## src/rtl/uart_rx_cmd_ctrl.sv

```systemverilog
// rtl/uart_rx_cmd_ctrl.sv - UART command-frame decoder driving register-file writes/reads and TX read-back
module uart_rx_cmd_ctrl #(
    parameter int DATA_WIDTH    = 8,
    parameter int ADDR_WIDTH    = 4,
    parameter int TIMEOUT_CYC   = 4096,
    parameter int TIMEOUT_WIDTH = 13
) (
    input  logic                  CLK,
    input  logic                  RST,
    input  logic [DATA_WIDTH-1:0] RX_P_DATA,
    input  logic                  RX_D_VLD,
    input  logic                  RX_PAR_ERR,
    input  logic                  RX_FRM_ERR,
    output logic                  RF_WrEn,
    output logic                  RF_RdEn,
    output logic [ADDR_WIDTH-1:0] RF_Address,
    output logic [DATA_WIDTH-1:0] RF_WrData,
    input  logic [DATA_WIDTH-1:0] RF_RdData,
    input  logic                  RF_RdData_VLD,
    output logic [DATA_WIDTH-1:0] TX_P_DATA,
    output logic                  TX_D_VLD,
    input  logic                  TX_Busy,
    output logic                  cmd_error,
    output logic                  busy
);

    typedef enum logic [2:0] {
        IDLE    = 3'd0,
        WR_ADDR = 3'd1,
        WR_DATA = 3'd2,
        RD_ADDR = 3'd3,
        RD_WAIT = 3'd4,
        TX_SEND = 3'd5
    } state_e;

    localparam logic [7:0]               OP_WRITE = 8'hAA;
    localparam logic [7:0]               OP_READ  = 8'hBB;
    localparam logic [TIMEOUT_WIDTH-1:0] CNT_LAST = TIMEOUT_WIDTH'(TIMEOUT_CYC - 1);

    state_e                   state_q, state_d;
    logic [TIMEOUT_WIDTH-1:0] cnt_q, cnt_d;
    logic                     rf_wr_en_q, rf_wr_en_d;
    logic                     rf_rd_en_q, rf_rd_en_d;
    logic [ADDR_WIDTH-1:0]    rf_address_q, rf_address_d;
    logic [DATA_WIDTH-1:0]    rf_wr_data_q, rf_wr_data_d;
    logic [DATA_WIDTH-1:0]    tx_p_data_q, tx_p_data_d;
    logic                     tx_d_vld_q, tx_d_vld_d;
    logic                     cmd_error_q, cmd_error_d;
    logic                     busy_q, busy_d;

    logic good_byte;
    logic addr_ok;
    logic is_write_op;
    logic is_read_op;
    logic waiting;
    logic timeout;

    assign good_byte   = RX_D_VLD && !RX_PAR_ERR && !RX_FRM_ERR;
    assign addr_ok     = ((RX_P_DATA >> ADDR_WIDTH) == '0);
    assign is_write_op = (RX_P_DATA[7:0] == OP_WRITE);
    assign is_read_op  = (RX_P_DATA[7:0] == OP_READ);
    assign waiting     = (state_q == WR_ADDR) || (state_q == WR_DATA) ||
                         (state_q == RD_ADDR) || (state_q == RD_WAIT);
    // Fires on the cycle the count would reach TIMEOUT_CYC; the abort shows one cycle later.
    assign timeout     = waiting && (cnt_q == CNT_LAST);

    always_ff @(posedge CLK) begin
        if (RST) begin
            state_q      <= IDLE;
            cnt_q        <= '0;
            rf_wr_en_q   <= 1'b0;
            rf_rd_en_q   <= 1'b0;
            rf_address_q <= '0;
            rf_wr_data_q <= '0;
            tx_p_data_q  <= '0;
            tx_d_vld_q   <= 1'b0;
            cmd_error_q  <= 1'b0;
            busy_q       <= 1'b0;
        end else begin
            state_q      <= state_d;
            cnt_q        <= cnt_d;
            rf_wr_en_q   <= rf_wr_en_d;
            rf_rd_en_q   <= rf_rd_en_d;
            rf_address_q <= rf_address_d;
            rf_wr_data_q <= rf_wr_data_d;
            tx_p_data_q  <= tx_p_data_d;
            tx_d_vld_q   <= tx_d_vld_d;
            cmd_error_q  <= cmd_error_d;
            busy_q       <= busy_d;
        end
    end

    always_comb begin
        state_d = state_q;
        case (state_q)
            IDLE: begin
                if (good_byte && is_write_op) begin
                    state_d = WR_ADDR;
                end else if (good_byte && is_read_op) begin
                    state_d = RD_ADDR;
                end
            end
            WR_ADDR: begin
                if (RX_D_VLD) begin
                    state_d = (good_byte && addr_ok) ? WR_DATA : IDLE;
                end else if (timeout) begin
                    state_d = IDLE;
                end
            end
            WR_DATA: begin
                if (RX_D_VLD || timeout) begin
                    state_d = IDLE;
                end
            end
            RD_ADDR: begin
                if (RX_D_VLD) begin
                    state_d = (good_byte && addr_ok) ? RD_WAIT : IDLE;
                end else if (timeout) begin
                    state_d = IDLE;
                end
            end
            RD_WAIT: begin
                if (RF_RdData_VLD) begin
                    state_d = TX_SEND;
                end else if (timeout) begin
                    state_d = IDLE;
                end
            end
            TX_SEND: begin
                if (!TX_Busy) begin
                    state_d = IDLE;
                end
            end
            default: state_d = IDLE;
        endcase
    end

    // Every accepted byte moves the FSM, so a state change is the only clear condition needed.
    always_comb begin
        cnt_d = cnt_q;
        if (state_d != state_q) begin
            cnt_d = '0;
        end else if (waiting) begin
            cnt_d = cnt_q + TIMEOUT_WIDTH'(1);
        end
    end

    always_comb begin
        rf_wr_en_d   = 1'b0;
        rf_rd_en_d   = 1'b0;
        tx_d_vld_d   = 1'b0;
        cmd_error_d  = 1'b0;
        rf_address_d = rf_address_q;
        rf_wr_data_d = rf_wr_data_q;
        tx_p_data_d  = tx_p_data_q;
        busy_d       = (state_d != IDLE);
        case (state_q)
            IDLE: begin
                cmd_error_d = RX_D_VLD && !(good_byte && (is_write_op || is_read_op));
            end
            WR_ADDR, RD_ADDR: begin
                if (good_byte && addr_ok) begin
                    rf_address_d = RX_P_DATA[ADDR_WIDTH-1:0];
                    rf_rd_en_d   = (state_q == RD_ADDR);
                end else if (RX_D_VLD || timeout) begin
                    cmd_error_d = 1'b1;
                end
            end
            WR_DATA: begin
                if (good_byte) begin
                    rf_wr_data_d = RX_P_DATA;
                    rf_wr_en_d   = 1'b1;
                end else if (RX_D_VLD || timeout) begin
                    cmd_error_d = 1'b1;
                end
            end
            RD_WAIT: begin
                if (RF_RdData_VLD) begin
                    tx_p_data_d = RF_RdData;
                end
                // A read response arriving on the timeout cycle still wins.
                cmd_error_d = RX_D_VLD || (timeout && !RF_RdData_VLD);
            end
            TX_SEND: begin
                tx_d_vld_d  = !TX_Busy;
                cmd_error_d = RX_D_VLD;
            end
            default: begin
                cmd_error_d = 1'b0;
            end
        endcase
    end

    assign RF_WrEn    = rf_wr_en_q;
    assign RF_RdEn    = rf_rd_en_q;
    assign RF_Address = rf_address_q;
    assign RF_WrData  = rf_wr_data_q;
    assign TX_P_DATA  = tx_p_data_q;
    assign TX_D_VLD   = tx_d_vld_q;
    assign cmd_error  = cmd_error_q;
    assign busy       = busy_q;

endmodule

```

## config.mk

```make
export PLATFORM = sky130hd
export DESIGN_NAME = uart_rx_cmd_ctrl
export DESIGN_NICKNAME = d
export VERILOG_FILES = /design/src/rtl/uart_rx_cmd_ctrl.sv
export SDC_FILE = /design/constraint.sdc
export NUM_CORES = 1
export LEC_CHECK = 0
export ABC_CLOCK_PERIOD_IN_PS = 2500
export CAP_MARGIN = 10
export CORE_MARGIN = 2
export CORE_UTILIZATION = 45
export DETAILED_ROUTE_END_ITERATION = 16
export GPL_TIMING_DRIVEN = 0
export PLACE_DENSITY_LB_ADDON = 0.3
export SYNTH_ARGS = -nofsm -noshare
export SYNTH_HDL_FRONTEND = slang
export SYNTH_SLANG_ARGS = --single-unit
```

## constraint.sdc

```tcl
create_clock -name CLK -period 2.5 [get_ports CLK]
set_clock_uncertainty 0.2 [all_clocks]
set_input_delay 0.75 -clock CLK [delete_from_list [all_inputs] [get_ports CLK]]
set_output_delay 0.75 -clock CLK [all_outputs]
set_load 0.005 [all_outputs]
```

==> results of run 1 <==
worst max-delay path by stage:
stage	startpoint	slack, ns	depth (start not counted)	end
after global placement	RX_D_VLD	-0.60	7	cnt_q[12]
after CTS	RX_P_DATA[7]	0.006	7	busy
after floorplan	RX_PAR_ERR	0.09	6	cnt_q[12]
final	RX_FRM_ERR	0.04	7	busy
after detailed placement	RX_D_VLD	-0.59	7	cnt_q[9]
after global routing	RX_P_DATA[4]	0.002	7	busy
worst reg2reg max path, stage by stage, from the launching register on:
cell     delay, ns
dfxtp_1       0.33
buf_2         0.18
o21a_1        0.29
nor4_2        0.52
nand2_1       0.22
a21oi_1       0.22
a31oi_1       0.13
registers in the layout (all words and copies together) (netlist names):
name and flops:
cnt_q 13, RF_WrData 8, TX_P_DATA 8, RF_Address 4, state_q 3, RF_RdEn 1
RF_WrEn 1, TX_D_VLD 1, busy 1, cmd_error 1
timing repair:
item                                    4_1_cts  5_1_grt
cloned                                        1        0
endpoints found under the hold margin         0        0
resized for setup                            17        4
setup buffers                                 1        0
pin swaps                                     5        2
endpoints found under the setup margin       28       14
per-stage QoR:
step / total power, W / hold WS, ns / std cells
after global placement: 0.0007379 / 0.2724 / 305
after global routing: 0.001331 / 0.3321 / 315
after floorplan: 0.0006918 / 0.2850 / 209
after CTS: 0.001293 / 0.3040 / 315
final: 0.001277 / 0.2966 / 315
after detailed placement: 0.0007378 / 0.2830 / 305
layer usage:
metal  vias to the layer above  GRT usage, %
met1                       759         24.75
li1                        835             -
met2                        39         30.65
met3                         8         6.006
met5                         -             0
met4                         0         7.750
cell usage after synthesis, types with 2 or more instances:
library cell | instances | area share, %
a21oi_1 | 7 | 1.9
a31oi_1 | 4 | 1.3
and2_1 | 2 | 0.67
buf_2 | 4 | 1.1
clkbuf_1 | 5 | 1.0
dfxtp_1 | 41 | 44
inv_1 | 5 | 1.0
mux2i_1 | 21 | 11
nand2_1 | 13 | 2.6
nand2b_1 | 2 | 0.67
nand3_1 | 11 | 2.9
nand4_1 | 2 | 0.67
nor2_1 | 35 | 7.0
nor3_1 | 3 | 0.80
nor3b_1 | 9 | 3.6
nor4_1 | 5 | 1.7
nor4_2 | 2 | 1.3
o21bai_1 | 2 | 0.80
or3_1 | 2 | 0.67
xnor2_1 | 4 | 1.9
xor2_1 | 8 | 3.7
power by group:
group | leakage, nW | total [W] | internal [W] | switching, W
registers | 0.330 | 0.000653 | 0.000653 | 0.000000228
logic | 0.641 | 0.0000684 | 0.0000381 | 0.0000303
clock network | 0.0574 | 0.000556 | 0.000325 | 0.000231
cells by family (layout without fill, tap and decap cells):
| family | after synthesis | count (layout) | synth area share, % |
|---|---|---|---|
| simple gates | 97 | 97 | 27.52 |
| flops | 41 | 41 | 43.82 |
| compound gates | 22 | 22 | 7.682 |
| mux | 21 | 21 | 11.22 |
| buf+inv | 15 | 71 | 3.474 |
| xor+xnor | 12 | 12 | 5.611 |
| fa+ha+maj | 1 | 1 | 0.6679 |
area by class of cell:
type / count / area [um^2] / area share, %
Tap cell: 50 / 62.56 / 2.415
Multi-Input combinational cell: 153 / 1022 / 39.47
Clock buffer: 6 / 82.58 / 3.188
Sequential cell: 41 / 820.8 / 31.69
Inverter: 5 / 18.77 / 0.7246
Clock inverter: 2 / 37.54 / 1.449
Timing Repair Buffer: 48 / 488.0 / 18.84
Buffer: 10 / 57.56 / 2.222
==> flow_summary.toml, run 1 <==
[status]
status = "complete, no violations"

[sta]
period_needed_ns = 2.461
max_freq_mhz = 406.3
hold_viol_final = 0
setup_ws_ns = 0.03898
slew_violations = 0
rsz0062_at_grt = "false"
setup_violations = 0
timing.final.crit_share_pct = 98.44
worstMarginPinSlew_ns = 0.5054
maxSlewHeadroom_pct = 66.03
setup_tns_ns = 0

[cells_and_area]
nets = 288
fill_cells = 353
area_delta_synth_final_pct = 38.28
final_common_cell = "dfxtp_1"
drive_above_1_share_pct = 10.94
most-common-layout-cells = "dfxtp_1, clkdlybuf4s50_1, nor2_1"
diodes = 0
fin_area_um2 = 2590
finish.utilization_pct = 64.75

[route]
wl_per_cell_um = 13.37
num_vias = 1641
routed_wl_mm = 4.213
viasPerCell = 5.210
final_antenna_net_count = 0
drt_iter0_drc = 100
wl_met1_mm = 1.933
met3_length_um = 221
route.detailed.drc = 0
drtPass1Iterations = 4
dr_wl_met2_mm = 1.979
dr.max_layer_used = "met4"

[floorplanning]
coreArea_um2 = 4000
start_util_pct = 46.83
fp.dieW_um = 68.52
die_h_um = 68.52
io_pins = 48
die_area_um2 = 4694
num_rows = 23

[yosys]
yosysSeqAreaShare_pct = 43.82
synth_cells = 209
ys_async_sr_fraction_pct = 0
syn-num-nets = 233
ys.flop_type = "dfxtp_1"
ys_seq_elements = 41
syn_area_um2 = 1873
synth_cell_types = 43
synth-edff-count = 0
yosysWarnings = 0
syn_area_per_cell_um2 = 8.962

[worst_setup_path]
end_kind = "flop"
arrival_ns = 2.47
reg2reg_from = "state_q[1]"
worstPathRequired_ns = 2.51
cp_max_fo = 6
startpoint_type = "primary input"
path_cells = "dlygate4sd2_1 -> or4b_4 -> or3_1 -> buf_6 -> o21ai_2 -> a21oi_1 -> a31oi_1"
ff2ff_path_depth = 6
path_buf_inv = 2
slowest_stage = "or4b_4"
critical_path.top_delay_family = "simple AND/OR/NAND/NOR gates"
cpPeakStageDelay_ns = 0.56
r2r_slack_ns = 0.29
crit_type = "in2reg"
r2r-end = "busy"

[place]
gp_congestion = 0.8296
io_buffers = 46
pre_cts_slack_ns = -0.5871
postPlaceCellArea_um2 = 2396
place_hpwl_mm = 3.065

[worst_hold_path]
min_to = "TX_P_DATA[6]"
worstHoldStart = "TX_P_DATA[6]"
worst_hold_path_type = "reg2reg"
holdPathStages = 2

[clock_tree]
clock_sinks = 41
cts-root-buf = "clkbuf_8"
cts.clk_slew.worst_paths_ns = 0.08
tritoncts = "yes"
clk_path_buf_depth = 2
cts_max_level = 2
insertion_delay_ns = 0.29
cts-buffers-inserted = 5
ctsHoldBuffers = 0

[grt]
overflow = 0
grt_pass1_wl_mm = 6.644
track_usage_pct = 19.47
first_global_vias = 1474
grt_start_max_net_pins = 14
antenna_found_initial = 0

[run]
drv_cap = 0

[power]
pwr_density_cell_nw_per_um2 = 493.2
power.leakage_nw = 1.029
irDropWorstVdd_v = 0.0004064
No activity file was read; power rests on OpenSTA's default activity.
==> run 2, diff against run 1 <==
--- a/config.mk
+++ b/config.mk
@@ -6,11 +6,13 @@
 export NUM_CORES = 1
 export LEC_CHECK = 0
 export ABC_CLOCK_PERIOD_IN_PS = 2500
-export CAP_MARGIN = 10
+export CAP_MARGIN = 20
 export CORE_MARGIN = 2
 export CORE_UTILIZATION = 45
+export CTS_CLUSTER_SIZE = 40
 export DETAILED_ROUTE_END_ITERATION = 16
 export GPL_TIMING_DRIVEN = 0
+export HOLD_SLACK_MARGIN = 0.15
 export PLACE_DENSITY_LB_ADDON = 0.3
 export SYNTH_ARGS = -nofsm -noshare
 export SYNTH_HDL_FRONTEND = slang
==> results of run 2 <==
The final DEF is identical to that of run 1; final timing and power are the same.
